<file path="src/rtl/mlp_sequencer.sv">
// Control sequencer for a two-layer MLP datapath: walks every neuron through
// MAC, activation and write-back, then runs the argmax checker and pulses done.
module mlp_sequencer #(
  parameter int N_IN    = 104,
  parameter int N_HID   = 60,
  parameter int N_OUT   = 20,
  parameter int ACT_LAT = 10,
  parameter int CHK_LAT = 10,
  parameter int IDX_W   = 8
) (
  input  logic             clk,
  input  logic             rst_n,
  input  logic             start,
  input  logic             abort,
  output logic             busy,
  output logic             done,
  output logic             layer,
  output logic [IDX_W-1:0] neuron_idx,
  output logic [IDX_W-1:0] tap_idx,
  output logic             mac_init,
  output logic             mac_en,
  output logic             act_en,
  output logic             wr_en,
  output logic             chk_en,
  output logic [2:0]       state_dbg
);

  localparam int MAX_N   = (N_IN > N_HID) ? ((N_IN > N_OUT) ? N_IN : N_OUT)
                                          : ((N_HID > N_OUT) ? N_HID : N_OUT);
  localparam int LAT_MAX = (ACT_LAT > CHK_LAT) ? ACT_LAT : CHK_LAT;
  localparam int LAT_W   = (LAT_MAX > 1) ? $clog2(LAT_MAX) : 1;

  if (N_IN < 1 || N_HID < 1 || N_OUT < 1 || ACT_LAT < 1 || CHK_LAT < 1 ||
      longint'(MAX_N) > (longint'(1) << IDX_W)) begin : g_param_check
    $error("mlp_sequencer: illegal parameter combination");
  end

  localparam logic [IDX_W-1:0] IN_TAP_LAST  = IDX_W'(N_IN - 1);
  localparam logic [IDX_W-1:0] HID_TAP_LAST = IDX_W'(N_HID - 1);
  localparam logic [IDX_W-1:0] HID_LAST     = IDX_W'(N_HID - 1);
  localparam logic [IDX_W-1:0] OUT_LAST     = IDX_W'(N_OUT - 1);
  localparam logic [LAT_W-1:0] ACT_LAST     = LAT_W'(ACT_LAT - 1);
  localparam logic [LAT_W-1:0] CHK_LAST     = LAT_W'(CHK_LAT - 1);

  typedef enum logic [2:0] {
    S_IDLE  = 3'd0,
    S_MAC   = 3'd1,
    S_ACT   = 3'd2,
    S_WRITE = 3'd3,
    S_CHECK = 3'd4,
    S_DONE  = 3'd5
  } state_t;

  state_t           state_q, state_d;
  logic             layer_q, layer_d;
  logic [IDX_W-1:0] neuron_q, neuron_d;
  logic [IDX_W-1:0] tap_q, tap_d;
  logic [LAT_W-1:0] lat_q, lat_d;

  logic             busy_nx, done_nx, layer_nx;
  logic [IDX_W-1:0] neuron_nx, tap_nx;
  logic             mac_init_nx, mac_en_nx, act_en_nx, wr_en_nx, chk_en_nx;

  logic [IDX_W-1:0] tap_last;
  logic [IDX_W-1:0] neuron_last;

  // Fan-in and neuron count both depend on which layer is being processed.
  assign tap_last    = layer_q ? HID_TAP_LAST : IN_TAP_LAST;
  assign neuron_last = layer_q ? OUT_LAST : HID_LAST;

  always_ff @(posedge clk or negedge rst_n) begin
    if (!rst_n) begin
      state_q    <= S_IDLE;
      layer_q    <= 1'b0;
      neuron_q   <= '0;
      tap_q      <= '0;
      lat_q      <= '0;
      busy       <= 1'b0;
      done       <= 1'b0;
      layer      <= 1'b0;
      neuron_idx <= '0;
      tap_idx    <= '0;
      mac_init   <= 1'b0;
      mac_en     <= 1'b0;
      act_en     <= 1'b0;
      wr_en      <= 1'b0;
      chk_en     <= 1'b0;
    end else begin
      state_q    <= state_d;
      layer_q    <= layer_d;
      neuron_q   <= neuron_d;
      tap_q      <= tap_d;
      lat_q      <= lat_d;
      busy       <= busy_nx;
      done       <= done_nx;
      layer      <= layer_nx;
      neuron_idx <= neuron_nx;
      tap_idx    <= tap_nx;
      mac_init   <= mac_init_nx;
      mac_en     <= mac_en_nx;
      act_en     <= act_en_nx;
      wr_en      <= wr_en_nx;
      chk_en     <= chk_en_nx;
    end
  end

  always_comb begin
    state_d  = state_q;
    layer_d  = layer_q;
    neuron_d = neuron_q;
    tap_d    = tap_q;
    lat_d    = lat_q;
    if (abort) begin
      state_d  = S_IDLE;
      layer_d  = 1'b0;
      neuron_d = '0;
      tap_d    = '0;
      lat_d    = '0;
    end else begin
      case (state_q)
        S_IDLE: begin
          if (start) begin
            state_d  = S_MAC;
            layer_d  = 1'b0;
            neuron_d = '0;
            tap_d    = '0;
            lat_d    = '0;
          end
        end
        S_MAC: begin
          if (tap_q == tap_last) begin
            state_d = S_ACT;
            tap_d   = '0;
            lat_d   = '0;
          end else begin
            tap_d = tap_q + IDX_W'(1);
          end
        end
        S_ACT: begin
          if (lat_q == ACT_LAST) begin
            state_d = S_WRITE;
            lat_d   = '0;
          end else begin
            lat_d = lat_q + LAT_W'(1);
          end
        end
        S_WRITE: begin
          // Layer/neuron stay valid through WRITE so the result lands in the right slot.
          if (neuron_q < neuron_last) begin
            state_d  = S_MAC;
            neuron_d = neuron_q + IDX_W'(1);
          end else if (!layer_q) begin
            state_d  = S_MAC;
            layer_d  = 1'b1;
            neuron_d = '0;
          end else begin
            state_d  = S_CHECK;
            layer_d  = 1'b0;
            neuron_d = '0;
            lat_d    = '0;
          end
        end
        S_CHECK: begin
          if (lat_q == CHK_LAST) begin
            state_d = S_DONE;
            lat_d   = '0;
          end else begin
            lat_d = lat_q + LAT_W'(1);
          end
        end
        S_DONE: begin
          state_d = S_IDLE;
        end
        default: begin
          state_d  = S_IDLE;
          layer_d  = 1'b0;
          neuron_d = '0;
          tap_d    = '0;
          lat_d    = '0;
        end
      endcase
    end
  end

  // Outputs are decoded from the next state so they can be registered with
  // the state itself and never depend combinationally on start/abort.
  always_comb begin
    busy_nx     = 1'b0;
    done_nx     = 1'b0;
    layer_nx    = 1'b0;
    neuron_nx   = '0;
    tap_nx      = '0;
    mac_init_nx = 1'b0;
    mac_en_nx   = 1'b0;
    act_en_nx   = 1'b0;
    wr_en_nx    = 1'b0;
    chk_en_nx   = 1'b0;
    case (state_d)
      S_MAC: begin
        busy_nx     = 1'b1;
        layer_nx    = layer_d;
        neuron_nx   = neuron_d;
        tap_nx      = tap_d;
        mac_en_nx   = 1'b1;
        mac_init_nx = (tap_d == '0);
      end
      S_ACT: begin
        busy_nx   = 1'b1;
        layer_nx  = layer_d;
        neuron_nx = neuron_d;
        act_en_nx = 1'b1;
      end
      S_WRITE: begin
        busy_nx   = 1'b1;
        layer_nx  = layer_d;
        neuron_nx = neuron_d;
        wr_en_nx  = 1'b1;
      end
      S_CHECK: begin
        busy_nx   = 1'b1;
        chk_en_nx = 1'b1;
      end
      S_DONE: begin
        done_nx = 1'b1;
      end
      default: begin
        busy_nx = 1'b0;
      end
    endcase
  end

  assign state_dbg = state_q;

endmodule

</file>
<file path="config.mk">
export PLATFORM = sky130hd
export DESIGN_NAME = mlp_sequencer
export DESIGN_NICKNAME = d
export VERILOG_FILES = /design/src/rtl/mlp_sequencer.sv
export SDC_FILE = /design/constraint.sdc
export NUM_CORES = 1
export LEC_CHECK = 0
export BUFFER_PORTS_ARGS = -buffer_cell sky130_fd_sc_hd__clkbuf_2
export CAP_MARGIN = 20
export CORE_ASPECT_RATIO = 1.75
export CORE_MARGIN = 2
export CORE_UTILIZATION = 35
export DETAILED_ROUTE_END_ITERATION = 12
export PLACE_DENSITY_LB_ADDON = 0.08
export SYNTH_ARGS = -nofsm -noshare
export SYNTH_HDL_FRONTEND = slang
export SYNTH_SLANG_ARGS = --single-unit
</file>
<file path="constraint.sdc">
create_clock -name clk -period 2.9 [get_ports clk]
set_clock_uncertainty 0.15 [all_clocks]
set_input_delay 0.435 -clock clk [delete_from_list [all_inputs] [get_ports clk]]
set_output_delay 0.435 -clock clk [all_outputs]
set_load 0.02 [all_outputs]
</file>
---- Yosys cells after proc, flatten, opt, wreduce, memory -nomap -nowiden ----
Index checks and enable logic that the tools add are counted.
storage, ports and cells
  register bits after elaboration ......... 48
  bits of input ports ..................... 4
  output and inout bits ................... 27
  word-level logic and storage cells ...... 84
operators by class
  $add $sub $neg .......................... 3
  order comparisons ....................... 1
  equality and inequality tests ........... 17
  multiplexer cells ....................... 40
  reductions and logical operators ........ 8
operators by type and width
  kind                                                  number
  two-way mux 8 bit                                     8
  one-hot mux 8 bit (3 select lines)                    2
  two-way mux 4 bit                                     6
  two-way mux 3 bit                                     7
  one-hot mux 4 bit (5 select lines)                    1
  adder 8 x 1 -> 8 bit (second input constant)          2
  one-hot mux 3 bit (5 select lines)                    1
  equality test 3 x 2 -> 1 bit (second input constant)  4
  equality test 3 bit (second input constant)           4
  two-way mux 1 bit                                     12
  inequality test 3 bit (second input constant)         4
  OR reduction 4 bit                                    3
  equality test 8 x 7 -> 1 bit                          1
  logical NOT 8 bit                                     1
  < comparator 8 x 6 -> 1 bit                           1
  two-way mux 7 bit                                     1
  equality test 3 x 1 -> 1 bit (second input constant)  2
  two-way mux 6 bit                                     1
  AND reduction 5 bit                                   1
  adder 4 x 1 -> 4 bit (second input constant)          1
  equality test 4 bit (second input constant)           1
  logical NOT 3 bit                                     1
  one-hot mux 1 bit (3 select lines)                    1
  OR reduction 3 bit                                    1
  2 further kinds                                       2

---- Depth between registers and ports, before layout ----
  word-level depth ........................ 8
  depth in mapped cells ................... 11
  depth with buffers taken out ............ 10

---- Worst setup path before layout ----
OpenSTA, ideal clock, no wires.
  path kind ............................... register -> register
  start ................................... register layer_q
  end ..................................... register neuron_idx[4]
  setup time .............................. 0.096 ns
  arrival ................................. 2.292 ns
  required time ........................... 2.654 ns
  setup slack ............................. 0.362 ns
  stages on the path, launching flop included .. 12
  path buffers ............................ 1
  clock period less this slack ............ 2.538 ns
  cell sequence ........................... dfrtp_1 ha_1 o21a_1 o211ai_1 nand2_1 ha_1 o21ai_0 nand3b_1 and3_1 buf_2 mux2_4 nor4_2
on the way
  word-level cells in the longest chain between the ends .. 8
  elaborated cells between the ends (all ways) .. 17
  those cells by class .................... 1 x order compare; 4 x eq/ne; 11 x mux; 1 x reduce/logical
RTL lines
  what                                                                                 line      text
  from (decl)                                                                          55        logic layer_q, layer_d;
  from (signal assigned)                                                               90        layer_q <= layer_d;
  two-way mux 6 bit / two-way mux 7 bit (equally long branches)                        69, 68
  < comparator 8 x 6 -> 1 bit / equality test 8 x 7 -> 1 bit (equally long branches)   149, 131
  two-way mux 3 bit, on equally long branches                                          149, 131
  one-hot mux 3 bit (5 select lines)                                                   120       case (state_q)
  two-way mux 3 bit                                                                    113       if (abort) begin
  equality test 3 x 2 -> 1 bit / equality test 3 x 1 -> 1 bit (equally long branches)  198       case (state_d)
  OR reduction 3 bit (no line)                                                         -
  two-way mux 8 bit (*)                                                                198
  via neuron_nx[4]                                                                     61        logic [IDX_W-1:0] neuron_nx, tap_nx;
  to (signal assigned)                                                                 97        neuron_idx <= neuron_nx;
  to (decl)                                                                            18        output logic [IDX_W-1:0] neuron_idx,
Mark *: on every way through the listed nets, which the timed path passes. The rest lies on a longest branch.
A chain may end at the register's enable or synchronous reset.

---- Final worst setup path ----
  start ................................... register layer_q
  end ..................................... register neuron_idx[5]
Same word-level chain as after synthesis.

==> summary.md <==
| Metric | Value |
|---|---|
| Drt total wl | 5880 um |
| Number of flops mapped to enable cells by yosys | 0 |
| Antenna diode count | 0 |
| Drt first pass iters | 4 |
| Ys async rst share | 100% |
| CTS sink cnt | 48 |
| Initial antenna violation count | 0 |
| Fin area | 2810 um2 |
| Syn Std Cell Area | 2340 um2 |
| First-pass GRT wire length | 9810 um |
| Critical Path RT | 2940 ps |
| Worst reg-to-reg setup slack | 190 ps |
| Largest net degree at the start of global routing | 26 |
| Setup violators final | 0 |
| Max capacitance violation total | 0 |
| Leak | 1.33 nW |
| TritonCTS clock tree | yes |
| Initial Utilization | 36.1% |
| RSZ-0062 raised after global routing | no |
| Num rows | 39 |
| DR vias | 1898 |
| Crit path kind | flip-flop to flip-flop |
| Pwr Total | 1.42 mW |
| CP max FO | 10 |
| Dpl cell area | 2640 um2 |
| H-Tree Depth | 2 |
| Number of synthesis warnings | 0 |
| Period utilization | 93.5% |
| CP Capture Point | neuron_idx[5] |
| Chip width | 65.9 um |
| Fmax | 369 MHz |
| Worst Hold Class | input port to async pin |
| Slew Viols, Final | 0 |
| Fill count | 633 |
| Area of the multi-input gates | 1080 um2 |
| Share of cells above drive strength 1 | 23.6% |
| Cells after Synth | 230 |
| Final Critical Period | 2710 ps |
| Post-DRT Antenna Nets | 0 |
| RD Place Congestion | 0.850 |
| Syn_nets | 241 |
| Vias in the first global route | 1937 |
| Die ar. | 7390 um2 |
| Total core area | 6490 um2 |
| Cts bufs inserted | 5 |
| Max Buffers Root-to-Sink | 2 |
| Vert. Die Dim | 112 um |
| IO Pins | 31 |
| Yosys reg bits | 48 |
| Final Hold Vio Count | 0 |
| Slew @ Worst Pin | 880 ps |
| Worst slew margin | 41.1% |
| Register area | 1200 um2 |
| Final core utilization | 43.3% |
| Max rail drop VDD | 0.443 mV |
| IO buf count | 30 |
| Clock Latency Late Sink | 290 ps |
| CP Launch Type | flip-flop |
| Hold WS | 0.288 ps |
| Total Neg Setup Slack | 0 ps |
| Syn-to-layout area delta | 19.8% |
| R2r worst-path depth | 10 |
| Kind of end point of the critical path | flip-flop |
| R2r endpoint | neuron_idx[5] |
| DRT iter0 DRCs | 123 |
| GRT overflow | 0 |
| Wirelength per Cell | 16.6 um |
| Detail Placement HPWL | 4440 um |
| Residual DRC | 0 |
| Final nets | 281 |
| CP Launch Point | layer_q |
| Avg Vias per Cell | 5.38 |
| Crit Reg-Reg Startpoint | layer_q |
| Synth unique cells | 51 |
| Status | completed |
| Top FF cell, synth | dfrtp_1 |
| Tot GR Track Use | 17.6% |
| WP data arrival | 2750 ps |
| Clock Pin Slew Worst Setup and Hold Paths | 60 ps |
| Seq/Total Area, Yosys | 51.3% |
| Mapped Avg Cell Area | 10.2 um2 |
| Root Driver | clkbuf_16 |
| Pwr Density | 506 nW/um2 |
==> cells in the mapped netlist, types with 2 or more instances <==
library cell	n	area [um2]
ha_1	7	87.6
and2_1	8	50.1
nor3_1	9	45.0
nand3_1	10	50.1
inv_1	7	26.3
mux2i_1	2	20.0
nor2_1	22	82.6
nor4_1	4	25.0
nand2_1	15	56.3
nand4_1	3	18.8
and3_1	5	31.3
buf_2	3	15.0
dfrtp_1	48	1200
clkbuf_1	6	22.5
nor3b_1	9	67.6
o21bai_1	2	15.0
a21oi_1	7	35.0
nand3b_1	2	15.0
o21ai_0	14	70.1
a22oi_1	3	22.5
nor2b_1	5	31.3
a31oi_1	5	31.3
nand2b_1	3	18.8
or2_2	4	25.0
==> state kept, by name (all words and copies together) (netlist names) <==
signal and flops:
act_en 1, busy 1, chk_en 1, done 1
lat_q 4, layer 1, layer_q 1, mac_en 1
mac_init 1, neuron_idx 8, neuron_q 8, state_dbg 3
tap_idx 8, tap_q 8, wr_en 1
==> repair_timing <==
| item | CTS | global route |
|---|---|---|
| gates resized for setup | 0 | 2 |
| hold buffers | 0 | 0 |
| endpoints found under the setup margin | 0 | 4 |
| buffers inserted | 0 | 1 |
==> final cells by class <==
class                           instances  share of cell area, %
Tap cell                               82                   3.65
Clock inverter                          2                  0.490
Sequential cell                        48                   42.8
Clock buffer                            6                   4.95
Multi-Input combinational cell        166                   38.6
Inverter                                7                  0.936
Timing Repair Buffer                   42                   8.56
==> where the power goes <==
part / switching (mW) / total [mW] / leakage (nW) / internal, mW
clock network: 0.252 / 0.597 / 0.0772 / 0.345
logic: 0.0913 / 0.141 / 0.594 / 0.0493
registers: 0.00482 / 0.683 / 0.663 / 0.678
total: 0.348 / 1.42 / 1.33 / 1.07
==> stage by stage <==
stage,cells,setup slack (ps)
6_report,353,188
5_1_grt,353,7.61
2_1_floorplan,230,362
4_1_cts,352,144
3_3_place_gp,344,193
3_5_place_dp,344,166
==> logic make-up after synthesis <==
| group | count (synthesis) | synth area share (%) |
|---|---|---|
| and+or+nand+nor | 108 | 26.0 |
| DFF | 48 | 51.3 |
| AOI/OAI and AO/OA | 46 | 13.9 |
| buffers and inverters | 16 | 2.72 |
| adders and majority gates | 7 | 3.74 |
| muxes | 4 | 1.98 |
| xor gates and xnor gates | 1 | 0.374 |
==> layout by cell type, fill, tap and decap left out, types with 2 or more instances in the layout <==
cell type,n
nor4_1,4
buf_4,12
nand3b_1,2
and3_1,5
a22oi_1,3
nand2b_1,3
clkbuf_16,5
mux2i_1,2
a31oi_1,5
nor2b_1,5
nor3_1,9
clkbuf_2,30
nor3b_1,8
and2_1,8
nor2_1,22
or2_2,4
o21bai_1,2
nand2_1,15
o21ai_0,14
nand4_1,3
inv_1,7
nand3_1,10
a21oi_1,7
ha_1,7
dfrtp_1,47
==> routing by layer <==
| metal | global-route usage (%) | vias to the layer above | wire length, um |
|---|---|---|---|
| li1 | - | 914 | - |
| met1 | 19.9 | 921 | 2260 |
| met2 | 30.4 | 47 | 3230 |
| met3 | 3.61 | 16 | 196 |
| met4 | 8.61 | 0 | 198 |
| met5 | 0 | - | 0 |
==> worst min-delay path by stage <==
stage / startpoint / to / slack (ps)
2_1_floorplan: rst_n / act_en / -10
3_3_place_gp: rst_n / mac_en / 340
3_5_place_dp: rst_n / mac_en / 340
4_1_cts: rst_n / chk_en / 30
5_1_grt: rst_n / tap_idx[0] / 70
6_report: rst_n / mac_en / 0.3
==> worst max-delay path, stage by stage, from the launching register on <==
cell and delay, ps:
dfrtp_2 450, ha_1 300, o21a_1 100, o211ai_1 230, nand2_1 90, ha_1 200
o21ai_0 140, nand3b_1 110, and3_1 220, mux2_4 390, nor3b_1 230
No activity file was read; power rests on OpenSTA's default activity.
